**src/rtl/multicycle_controller.sv**
```systemverilog
// Control unit for the multicycle MIPS core: Moore main FSM sequencing the
// shared-ALU datapath, plus a combinational ALU decoder.
module multicycle_controller (
  input  logic       clk,
  input  logic       reset,
  input  logic [5:0] op,
  input  logic [5:0] funct,
  input  logic       zero,
  output logic       pcen,
  output logic       irwrite,
  output logic       regwrite,
  output logic       memwrite,
  output logic       alusrca,
  output logic       iord,
  output logic       memtoreg,
  output logic       regdst,
  output logic [1:0] alusrcb,
  output logic [1:0] pcsrc,
  output logic [2:0] alucontrol,
  output logic [3:0] state
);

  localparam int unsigned STATE_W = 4;
  localparam int unsigned OP_W    = 6;
  localparam int unsigned ALUOP_W = 2;
  localparam int unsigned ALUC_W  = 3;

  localparam logic [STATE_W-1:0] S_FETCH   = 4'd0;
  localparam logic [STATE_W-1:0] S_DECODE  = 4'd1;
  localparam logic [STATE_W-1:0] S_MEMADR  = 4'd2;
  localparam logic [STATE_W-1:0] S_MEMRD   = 4'd3;
  localparam logic [STATE_W-1:0] S_MEMWB   = 4'd4;
  localparam logic [STATE_W-1:0] S_MEMWR   = 4'd5;
  localparam logic [STATE_W-1:0] S_RTYPEEX = 4'd6;
  localparam logic [STATE_W-1:0] S_RTYPEWB = 4'd7;
  localparam logic [STATE_W-1:0] S_BEQEX   = 4'd8;
  localparam logic [STATE_W-1:0] S_ADDIEX  = 4'd9;
  localparam logic [STATE_W-1:0] S_ADDIWB  = 4'd10;
  localparam logic [STATE_W-1:0] S_JEX     = 4'd11;

  localparam logic [OP_W-1:0] OP_LW    = 6'b100011;
  localparam logic [OP_W-1:0] OP_SW    = 6'b101011;
  localparam logic [OP_W-1:0] OP_RTYPE = 6'b000000;
  localparam logic [OP_W-1:0] OP_BEQ   = 6'b000100;
  localparam logic [OP_W-1:0] OP_ADDI  = 6'b001000;
  localparam logic [OP_W-1:0] OP_J     = 6'b000010;

  localparam logic [ALUOP_W-1:0] ALUOP_ADD   = 2'b00;
  localparam logic [ALUOP_W-1:0] ALUOP_SUB   = 2'b01;
  localparam logic [ALUOP_W-1:0] ALUOP_FUNCT = 2'b10;

  localparam logic [ALUC_W-1:0] ALU_AND = 3'b000;
  localparam logic [ALUC_W-1:0] ALU_OR  = 3'b001;
  localparam logic [ALUC_W-1:0] ALU_ADD = 3'b010;
  localparam logic [ALUC_W-1:0] ALU_SUB = 3'b110;
  localparam logic [ALUC_W-1:0] ALU_SLT = 3'b111;

  logic [STATE_W-1:0] state_q;
  logic [STATE_W-1:0] state_d;

  logic               pcwrite;
  logic               branch;
  logic [ALUOP_W-1:0] aluop;
  logic               irwrite_s;
  logic               regwrite_s;
  logic               memwrite_s;

  // State register; reset lands in FETCH so the first released edge fetches.
  always_ff @(posedge clk or negedge reset) begin
    if (!reset) begin
      state_q <= S_FETCH;
    end else begin
      state_q <= state_d;
    end
  end

  // Next-state logic; illegal encodings and unknown opcodes fall back to FETCH.
  always_comb begin
    state_d = S_FETCH;
    case (state_q)
      S_FETCH:  state_d = S_DECODE;
      S_DECODE: begin
        case (op)
          OP_LW, OP_SW: state_d = S_MEMADR;
          OP_RTYPE:     state_d = S_RTYPEEX;
          OP_BEQ:       state_d = S_BEQEX;
          OP_ADDI:      state_d = S_ADDIEX;
          OP_J:         state_d = S_JEX;
          default:      state_d = S_FETCH;
        endcase
      end
      S_MEMADR:  state_d = (op == OP_LW) ? S_MEMRD : S_MEMWR;
      S_MEMRD:   state_d = S_MEMWB;
      S_RTYPEEX: state_d = S_RTYPEWB;
      S_ADDIEX:  state_d = S_ADDIWB;
      default:   state_d = S_FETCH;
    endcase
  end

  // Moore output decode of the current state.
  always_comb begin
    pcwrite    = 1'b0;
    branch     = 1'b0;
    aluop      = ALUOP_ADD;
    irwrite_s  = 1'b0;
    regwrite_s = 1'b0;
    memwrite_s = 1'b0;
    alusrca    = 1'b0;
    iord       = 1'b0;
    memtoreg   = 1'b0;
    regdst     = 1'b0;
    alusrcb    = 2'b00;
    pcsrc      = 2'b00;
    case (state_q)
      S_FETCH: begin
        irwrite_s = 1'b1;
        pcwrite   = 1'b1;
        alusrcb   = 2'b01;
      end
      S_DECODE: begin
        alusrcb = 2'b11;
      end
      S_MEMADR, S_ADDIEX: begin
        alusrca = 1'b1;
        alusrcb = 2'b10;
      end
      S_MEMRD: begin
        iord = 1'b1;
      end
      S_MEMWR: begin
        iord       = 1'b1;
        memwrite_s = 1'b1;
      end
      S_MEMWB: begin
        memtoreg   = 1'b1;
        regwrite_s = 1'b1;
      end
      S_RTYPEEX: begin
        alusrca = 1'b1;
        aluop   = ALUOP_FUNCT;
      end
      S_RTYPEWB: begin
        regdst     = 1'b1;
        regwrite_s = 1'b1;
      end
      S_ADDIWB: begin
        regwrite_s = 1'b1;
      end
      S_BEQEX: begin
        alusrca = 1'b1;
        aluop   = ALUOP_SUB;
        pcsrc   = 2'b01;
        branch  = 1'b1;
      end
      S_JEX: begin
        pcsrc   = 2'b10;
        pcwrite = 1'b1;
      end
      default: begin
        alusrcb = 2'b00;
      end
    endcase
  end

  // ALU decoder; unrecognised funct codes fall back to add.
  always_comb begin
    alucontrol = ALU_ADD;
    case (aluop)
      ALUOP_ADD: alucontrol = ALU_ADD;
      ALUOP_SUB: alucontrol = ALU_SUB;
      ALUOP_FUNCT: begin
        case (funct)
          6'b100000: alucontrol = ALU_ADD;
          6'b100010: alucontrol = ALU_SUB;
          6'b100100: alucontrol = ALU_AND;
          6'b100101: alucontrol = ALU_OR;
          6'b101010: alucontrol = ALU_SLT;
          default:   alucontrol = ALU_ADD;
        endcase
      end
      default: alucontrol = ALU_ADD;
    endcase
  end

  // Write enables are held off for the whole time reset is low.
  assign pcen     = (pcwrite | (branch & zero)) & reset;
  assign irwrite  = irwrite_s & reset;
  assign regwrite = regwrite_s & reset;
  assign memwrite = memwrite_s & reset;
  assign state    = state_q;

endmodule
```
**config.mk**
```make
export PLATFORM = sky130hd
export DESIGN_NAME = multicycle_controller
export DESIGN_NICKNAME = d
export VERILOG_FILES = /design/src/rtl/multicycle_controller.sv
export SDC_FILE = /design/constraint.sdc
export NUM_CORES = 1
export LEC_CHECK = 0
export ABC_AREA = 1
export BUFFER_PORTS_ARGS = -buffer_cell sky130_fd_sc_hd__buf_4
export CAP_MARGIN = 30
export CORE_UTILIZATION = 33
export DETAILED_ROUTE_END_ITERATION = 8
export PLACE_DENSITY_LB_ADDON = 0.05
export SETUP_SLACK_MARGIN = 0.2
export SYNTH_ARGS = -nofsm -noshare
export SYNTH_HDL_FRONTEND = slang
export SYNTH_SLANG_ARGS = --single-unit
```
**constraint.sdc**
```tcl
create_clock -name clk -period 2.1 [get_ports clk]
set_input_delay 0.63 -clock clk [delete_from_list [all_inputs] [get_ports clk]]
set_output_delay 0.63 -clock clk [all_outputs]
set_load 0.01 [all_outputs]
```
==> metrics.yaml, run 1 <==
finish:
  area_growth_pct: 126
  fin_util_pct: 78.8
  final_common_cell: "buf_4"
  nets: 202
  finalNonFillerCells: 207
  largest_reg_flops: 4
  diodes: 0
  drive_gt1_share_pct: 63.7
  n_fill_cell: 114
  mostFrequentLayoutCells: "buf_4, nand2_1, nor2_1, inv_1, buf_6"
flow_run:
  drv_cap: 0
timing:
  slew_headroom_pct: 79.1
  timing.final.hold_violations: 0
  setup_viol: 5
  skew_ns: 0.00252
  period_share_pct: 104
  tightest_slew_ns: 0.312
  fin_ws_ns: -0.0801
  min_period_ns: 2.18
  fmax_ghz: 0.459
  rsz0062_at_grt: "true"
  slew_violations: 0
placement:
  dp.cells: 173
  io_buffer_count: 33
  finalWeightedCongestion: 0.796
  hpwl_mm: 1.25
cts:
  cts_made_buffers: 3
  cts_root_buf: "clkbuf_4"
  htreeDepth: 1
  cts.sinks: 4
  cts_buffer_depth: 2
  clk_pin_slew_ns: 0.04
  clock_latency_ns: 0.24
  cts_tree: "yes"
global_route:
  grt_overflow_total: 0
  grtUsageTotal_pct: 21.5
  grt_first_pass_wirelength_mm: 3.14
  antenna_found_initial: 0
  grt_max_degree: 7
  grt_pass1_vias: 766
synth:
  yosysWarnings: 0
  synth_seq_cells: 4
  synth_top_area_cell: "nand2_1"
  syn_inst: 113
  synth_area_leaders: "nand2_1, dfrtp_1, inv_1, nor2_1, nand3_1"
  synthesis.area_um2: 597
  syn-num-nets: 131
  synth_top_area_share_pct: 18.2
  avgSynthCellArea_um2: 5.28
  synth_seq_area_share_pct: 16.8
  ys_types: 16
route:
  postRouteWirelength_mm: 2.64
  drc: 0
  first_pass_iters: 4
  vias_per_cell: 4.62
  wl_per_cell_um: 12.7
  detail-route-antenna-nets: 0
  drt_iter0_drc: 22
  vias: 957
critical_path:
  crit_start: "state[0]"
  cp-end-kind: "primary output"
  cp_slowest_cell: "dfrtp_2"
  worstPathCellList: "inv_2 > nand2_2 > inv_2 > nand2_4 > inv_4 > ha_4 > nand3_2 > a21oi_2 > buf_4"
  cp.depth: 9
  rrSetupSlack_ns: 0.01
  cp_max_fo: 4
  critPathMostFrequentCell: "inv_2"
  crit_family: "flip-flops"
  slowest_delay_ns: 0.45
  critPathArrivalTime_ns: 1.55
  rr_startpoint: "state[2]"
  crit_path_end: "alucontrol[2]"
  r2r_end: "state[0]"
  path_buf_inv: 4
  crit_required_ns: 1.47
  r2r_cells: 14
  path_class: "reg2out"
  start_kind: "flip-flop"
floorplan:
  core-area_um2: 1710
  start_util_pct: 34.9
  ios: 34
  rows: 15
  die-area_um2: 1980
  die_h_um: 44.5
  dieWidth_um: 44.5
power_and_ir_drop:
  p_per_area_nw_per_um2: 816
  peakVddDrop_uv: 831
  p_leak_nw: 0.806
outcome:
  outcome: "finished, violations left"
  failed_checks: "setup timing"
hold_path:
  hp-class: "in2async"
-- kinds of logic (layout without fill, tap and decap cells) --
| family | Yosys count | after routing | share of synthesized area (%) |
|---|---|---|---|
| simple gates | 72 | 72 | 54.3 |
| buf+inv | 29 | 98 | 18.2 |
| fa+ha+maj | 3 | 3 | 6.29 |
| flops | 4 | 4 | 16.8 |
| compound gates | 5 | 5 | 4.40 |
-- synthesized netlist by cell type, drive strengths merged --
library cell and count:
a31oi 1, nand3b 2, dfrtp 4, o21ai 3, nand4 1, a21oi 1
inv 29, nand3 11, nand2 31, nor2 27, ha 3
-- through the flow --
stage          worst slack (ns)  total power [mW]  cell area [um2]  hold WS, ns  setup TNS [ns]
6_report                -0.0801              1.10             1350        0.191          -0.271
5_1_grt                  -0.153              1.15             1350        0.180          -0.782
4_1_cts                 -0.0261             0.888             1190        0.186         -0.0659
3_5_place_dp              0.113             0.528              902        0.439               0
3_3_place_gp              0.121             0.524              902        0.440               0
2_1_floorplan             0.201             0.340              608        0.334               0
-- what timing repair did --
action,CTS,global route
hold buffers,0,0
buffers inserted,20,11
pin swaps,9,7
gates resized for setup,31,27
endpoints found under the setup margin,6,15
-- area by class of cell --
class                           instances  area [um2]  share of cell area, %
Timing Repair Buffer                   66         548                   40.7
Multi-Input combinational cell         80         526                   39.0
Inverter                               29         114                   8.46
Sequential cell                         4         105                   7.81
Tap cell                               25        31.3                   2.32
Clock buffer                            3        22.5                   1.67
-- how the worst min path moves through the flow --
stage / end / slack [ns] / cells after the start
6_report: state[1] / 0.19 / 1
5_1_grt: state[1] / 0.18 / 1
4_1_cts: state[2] / 0.19 / 1
3_5_place_dp: state[0] / 0.44 / 1
3_3_place_gp: state[0] / 0.44 / 1
2_1_floorplan: state[0] / 0.33 / 0
-- worst register-to-register path, cell delays in order (launching register included) --
cell and delay [ns]:
dfrtp_2 0.43, buf_4 0.14, buf_6 0.11, nor2_4 0.18, nand2_4 0.09, buf_4 0.14, buf_4 0.12, buf_4 0.12
buf_4 0.12, buf_4 0.12, buf_4 0.12, buf_4 0.12, o21ai_0 0.07, inv_1 0.06, nand2_1 0.07
-- metal layers --
metal	vias to the layer above	share of wire, %	GRT usage, %
met5	-	0	0
met4	0	2.2	11.5
met3	6	2.8	3.27
met2	35	58	39.4
met1	444	37	23.5
li1	472	-	-
-- report_power, final --
part / total (mW) / leakage [nW] / internal, mW / switching, mW
combinational: 0.865 / 0.745 / 0.466 / 0.400
sequential: 0.136 / 0.0473 / 0.0994 / 0.0365
clock: 0.0970 / 0.0138 / 0.0640 / 0.0330
total: 1.10 / 0.806 / 0.629 / 0.469
No activity file was read; power rests on OpenSTA's default activity.
==> inputs of run 2 (changes only) <==
- ABC_AREA: 1 -> 0
- CAP_MARGIN: 30 -> 20
- clock period: 2.1 -> 1.95 ns (I/O delays scaled with it)
==> metrics.yaml, run 2 <==
floorplan:
  die_h_um: 43.1  # -3.2%
  core-area_um2: 1540  # -9.7%
  die-area_um2: 1860  # -6.2%
  start_util_pct: 36.2  # +1.3 points
  rows: 14  # -1
  ios: 34  # unchanged
  dieWidth_um: 43.1  # -3.2%
route:
  drt_iter0_drc: 12  # -45%
  postRouteWirelength_mm: 2.45  # -6.9%
  drc: 0  # unchanged
  first_pass_iters: 4  # unchanged
  detail-route-antenna-nets: 0  # unchanged
  vias: 849  # -11%
  vias_per_cell: 5.41  # +17%
  wl_per_cell_um: 15.6  # +23%
finish:
  largest_reg_flops: 4  # unchanged
  area_growth_pct: 129
  n_fill_cell: 95  # -17%
  final_common_cell: "buf_4"
  diodes: 0  # unchanged
  drive_gt1_share_pct: 68.1  # +4.3 points
  nets: 160  # -21%
  mostFrequentLayoutCells: "buf_4, buf_6, nor3_1, nor2_1"
  multi_input_area_um2: 571  # +8.6%
  seqCellArea_um2: 105  # unchanged
cts:
  cts_tree: "yes"
  htreeDepth: 1  # unchanged
  hold_buffers: 0  # unchanged
  cts_root_buf: "clkbuf_4"
  clk_pin_slew_ns: 0.04  # about the same
  cts_buffer_depth: 2  # unchanged
  cts_made_buffers: 3  # unchanged
  cts.sinks: 4  # unchanged
  clock_latency_ns: 0.24  # about the same
power_and_ir_drop:
  p_int_uw: 643  # +2.2%
  switching_share_pct: 41.3  # -1.5 points
  power_frac_clock_pct: 10.8  # +2.0 points
  seqPwrFrac_pct: 13.5  # +1.1 points
  p_leak_nw: 0.620  # -23%
  power.net_switching_uw: 452  # -3.7%
  p_per_area_nw_per_um2: 856  # +4.9%
  power.total_mw: 1.09  # -0.32%
  p_comb_share_pct: 75.7  # -3.1 points
  peakVddDrop_uv: 603  # -27%
synth:
  syn-num-nets: 98  # -25%
  synth_top_area_cell: "dfrtp_1"
  yosysWarnings: 0  # unchanged
  synthTopCellsByCount: "nor3_1, nor2_1, and3_1, nand2_1"
  synthArstFlopShare_pct: 100  # unchanged
  synth_area_leaders: "dfrtp_1, nor3_1, and3_1, ha_1, nor2b_1"
  synth_seq_area_share_pct: 17.9  # +1.2 points
  ys_types: 25  # +9
  synth_top_area_share_pct: 17.9  # -0.30 points
  synth_seq_cells: 4  # unchanged
  synthesis.area_um2: 558  # -6.5%
  synth_flop_cell: "dfrtp_1"
  yosysMostFrequentCell: "nor3_1"
  synth_edf_count: 0  # unchanged
  avgSynthCellArea_um2: 6.98  # +32%
  syn_inst: 80  # -29%
outcome:
  failed_checks: "setup timing"
  outcome: "finished, violations left"
global_route:
  grt_overflow_total: 0  # unchanged
  grt_first_pass_wirelength_mm: 3.44  # +9.7%
  top_usage_layer: "met2"
  grt_pass1_vias: 792  # +3.4%
  grtUsageTotal_pct: 25.1  # +3.6 points
  use_met2_pct: 49.9  # +10 points
  antenna_found_initial: 0  # unchanged
  grt_max_degree: 12  # +5
  gr-usage-met3_pct: 3.83  # +0.56 points
  met1_usage_pct: 26.2  # +2.8 points
critical_path:
  path_class: "reg2out"
  r2r_cells: 6  # -8
  cp_slowest_cell: "or4b_4"
  path_buf_inv: 3  # -1
  rrSetupSlack_ns: 0.37  # +0.36 ns
  worstPathCellList: "buf_4 > buf_4 > or4b_4 > nand3_2 > buf_4"
  slowest_delay_ns: 0.50  # +0.05 ns
  rr_startpoint: "state[2]"
  start_kind: "flip-flop"
  crit_required_ns: 1.36  # -0.11 ns
  critPathMostFrequentCell: "buf_4"
  crit_family: "simple AND/OR/NAND/NOR gates"
  critPathArrivalTime_ns: 1.69  # +0.14 ns
  cp-end-kind: "primary output"
  r2r_end: "state[1]"
  cp_max_fo: 4  # unchanged
placement:
  hpwl_mm: 1.60  # +27%
  detailedPlace.worstSlack_ns: -0.0744  # -0.187 ns
  finalWeightedCongestion: 0.749  # -5.9%
  io_buffer_count: 33  # unchanged
timing:
  slew_headroom_pct: 78.2  # -0.98 points
  tightest_slew_ns: 0.327  # +0.0152 ns
  slew_violations: 0  # unchanged
  rsz0062_at_grt: "true"
  skew_ns: 0.00765  # +0.00513 ns
  timing.final.hold_violations: 0  # unchanged
  period_share_pct: 117
  fmax_ghz: 0.440
  fin_ws_ns: -0.323  # -0.243 ns
  min_period_ns: 2.27
  setup_viol: 13  # +8
hold_path:
  hp-class: "in2async"
flow_run:
  drv_cap: 0  # unchanged
[run 2: worst register-to-register path: cells and delay by family, from the launching register on]
| kind | cells | cell delay, ns |
|---|---|---|
| simple gates | 1 | 0.32 |
| buf+inv | 3 | 0.39 |
| compound gates | 2 | 0.33 |
| flops | 1 | 0.43 |
[run 2: worst max-delay path by stage]
stage,startpoint,slack (ns),cells past startpoint,to
2_1_floorplan,state[1],-0.05,8,alucontrol[2]
3_3_place_gp,state[2],-0.02,8,alucontrol[2]
3_5_place_dp,state[2],-0.07,8,alucontrol[2]
4_1_cts,state[0],-0.30,8,alucontrol[0]
5_1_grt,state[1],-0.44,8,alucontrol[0]
6_report,state[0],-0.32,5,alusrca
[run 2: metrics by stage]
| step | utilization [%] | std cells | TNS (ns) | hold WS (ns) | area [um2] |
|---|---|---|---|---|---|
| CTS | 75.6 | 152 | -1.40 | 0.152 | 1160 |
| global placement | 63.8 | 140 | -0.0349 | 0.399 | 983 |
| floorplan | - | 80 | -0.0874 | 0.289 | 636 |
| finish | 83.0 | 157 | -2.32 | 0.152 | 1280 |
| global route | 83.0 | 157 | -3.02 | 0.146 | 1280 |
| detailed placement | 63.8 | 140 | -0.168 | 0.403 | 983 |
[run 2: area by class of cell]
class                   instances  area share, %
flip-flops and latches          4           8.22
repair buffers                 61           41.7
inverters                       5           1.86
clock buffers                   4           2.05
multi-input cells              67           44.6
well taps                      16           1.57
[run 2: cell families (layout without fill, tap and decap cells)]
| logic type | Yosys count | in the layout | share of synthesized area, % |
|---|---|---|---|
| simple gates | 44 | 44 | 42.8 |
| compound gates | 16 | 16 | 19.3 |
| buf+inv | 9 | 70 | 6.95 |
| xor+xnor | 4 | 4 | 6.28 |
| flops | 4 | 4 | 17.9 |
| fa+ha+maj | 3 | 3 | 6.73 |
[run 2: power by group through the flow]
stage / logic (mW) / registers, mW / clock network [mW]
detailed placement: 0.554 / 0.151 / 0
global placement: 0.539 / 0.148 / 0
global route: 0.870 / 0.150 / 0.127
CTS: 0.693 / 0.149 / 0.119
finish: 0.829 / 0.148 / 0.118
floorplan: 0.278 / 0.150 / 0
[run 2: metal layers]
layer  vias up  share of wire (%)
li1        407                  -
met1       400                 37
met2        34                 57
met3         8                3.4
met4         0                3.0
met5         -                  0
[run 2: what timing repair did]
action,in CTS,in global routing
resized for setup,25,20
pin swaps,7,8
buffers inserted,8,5
endpoints found under the setup margin,16,15
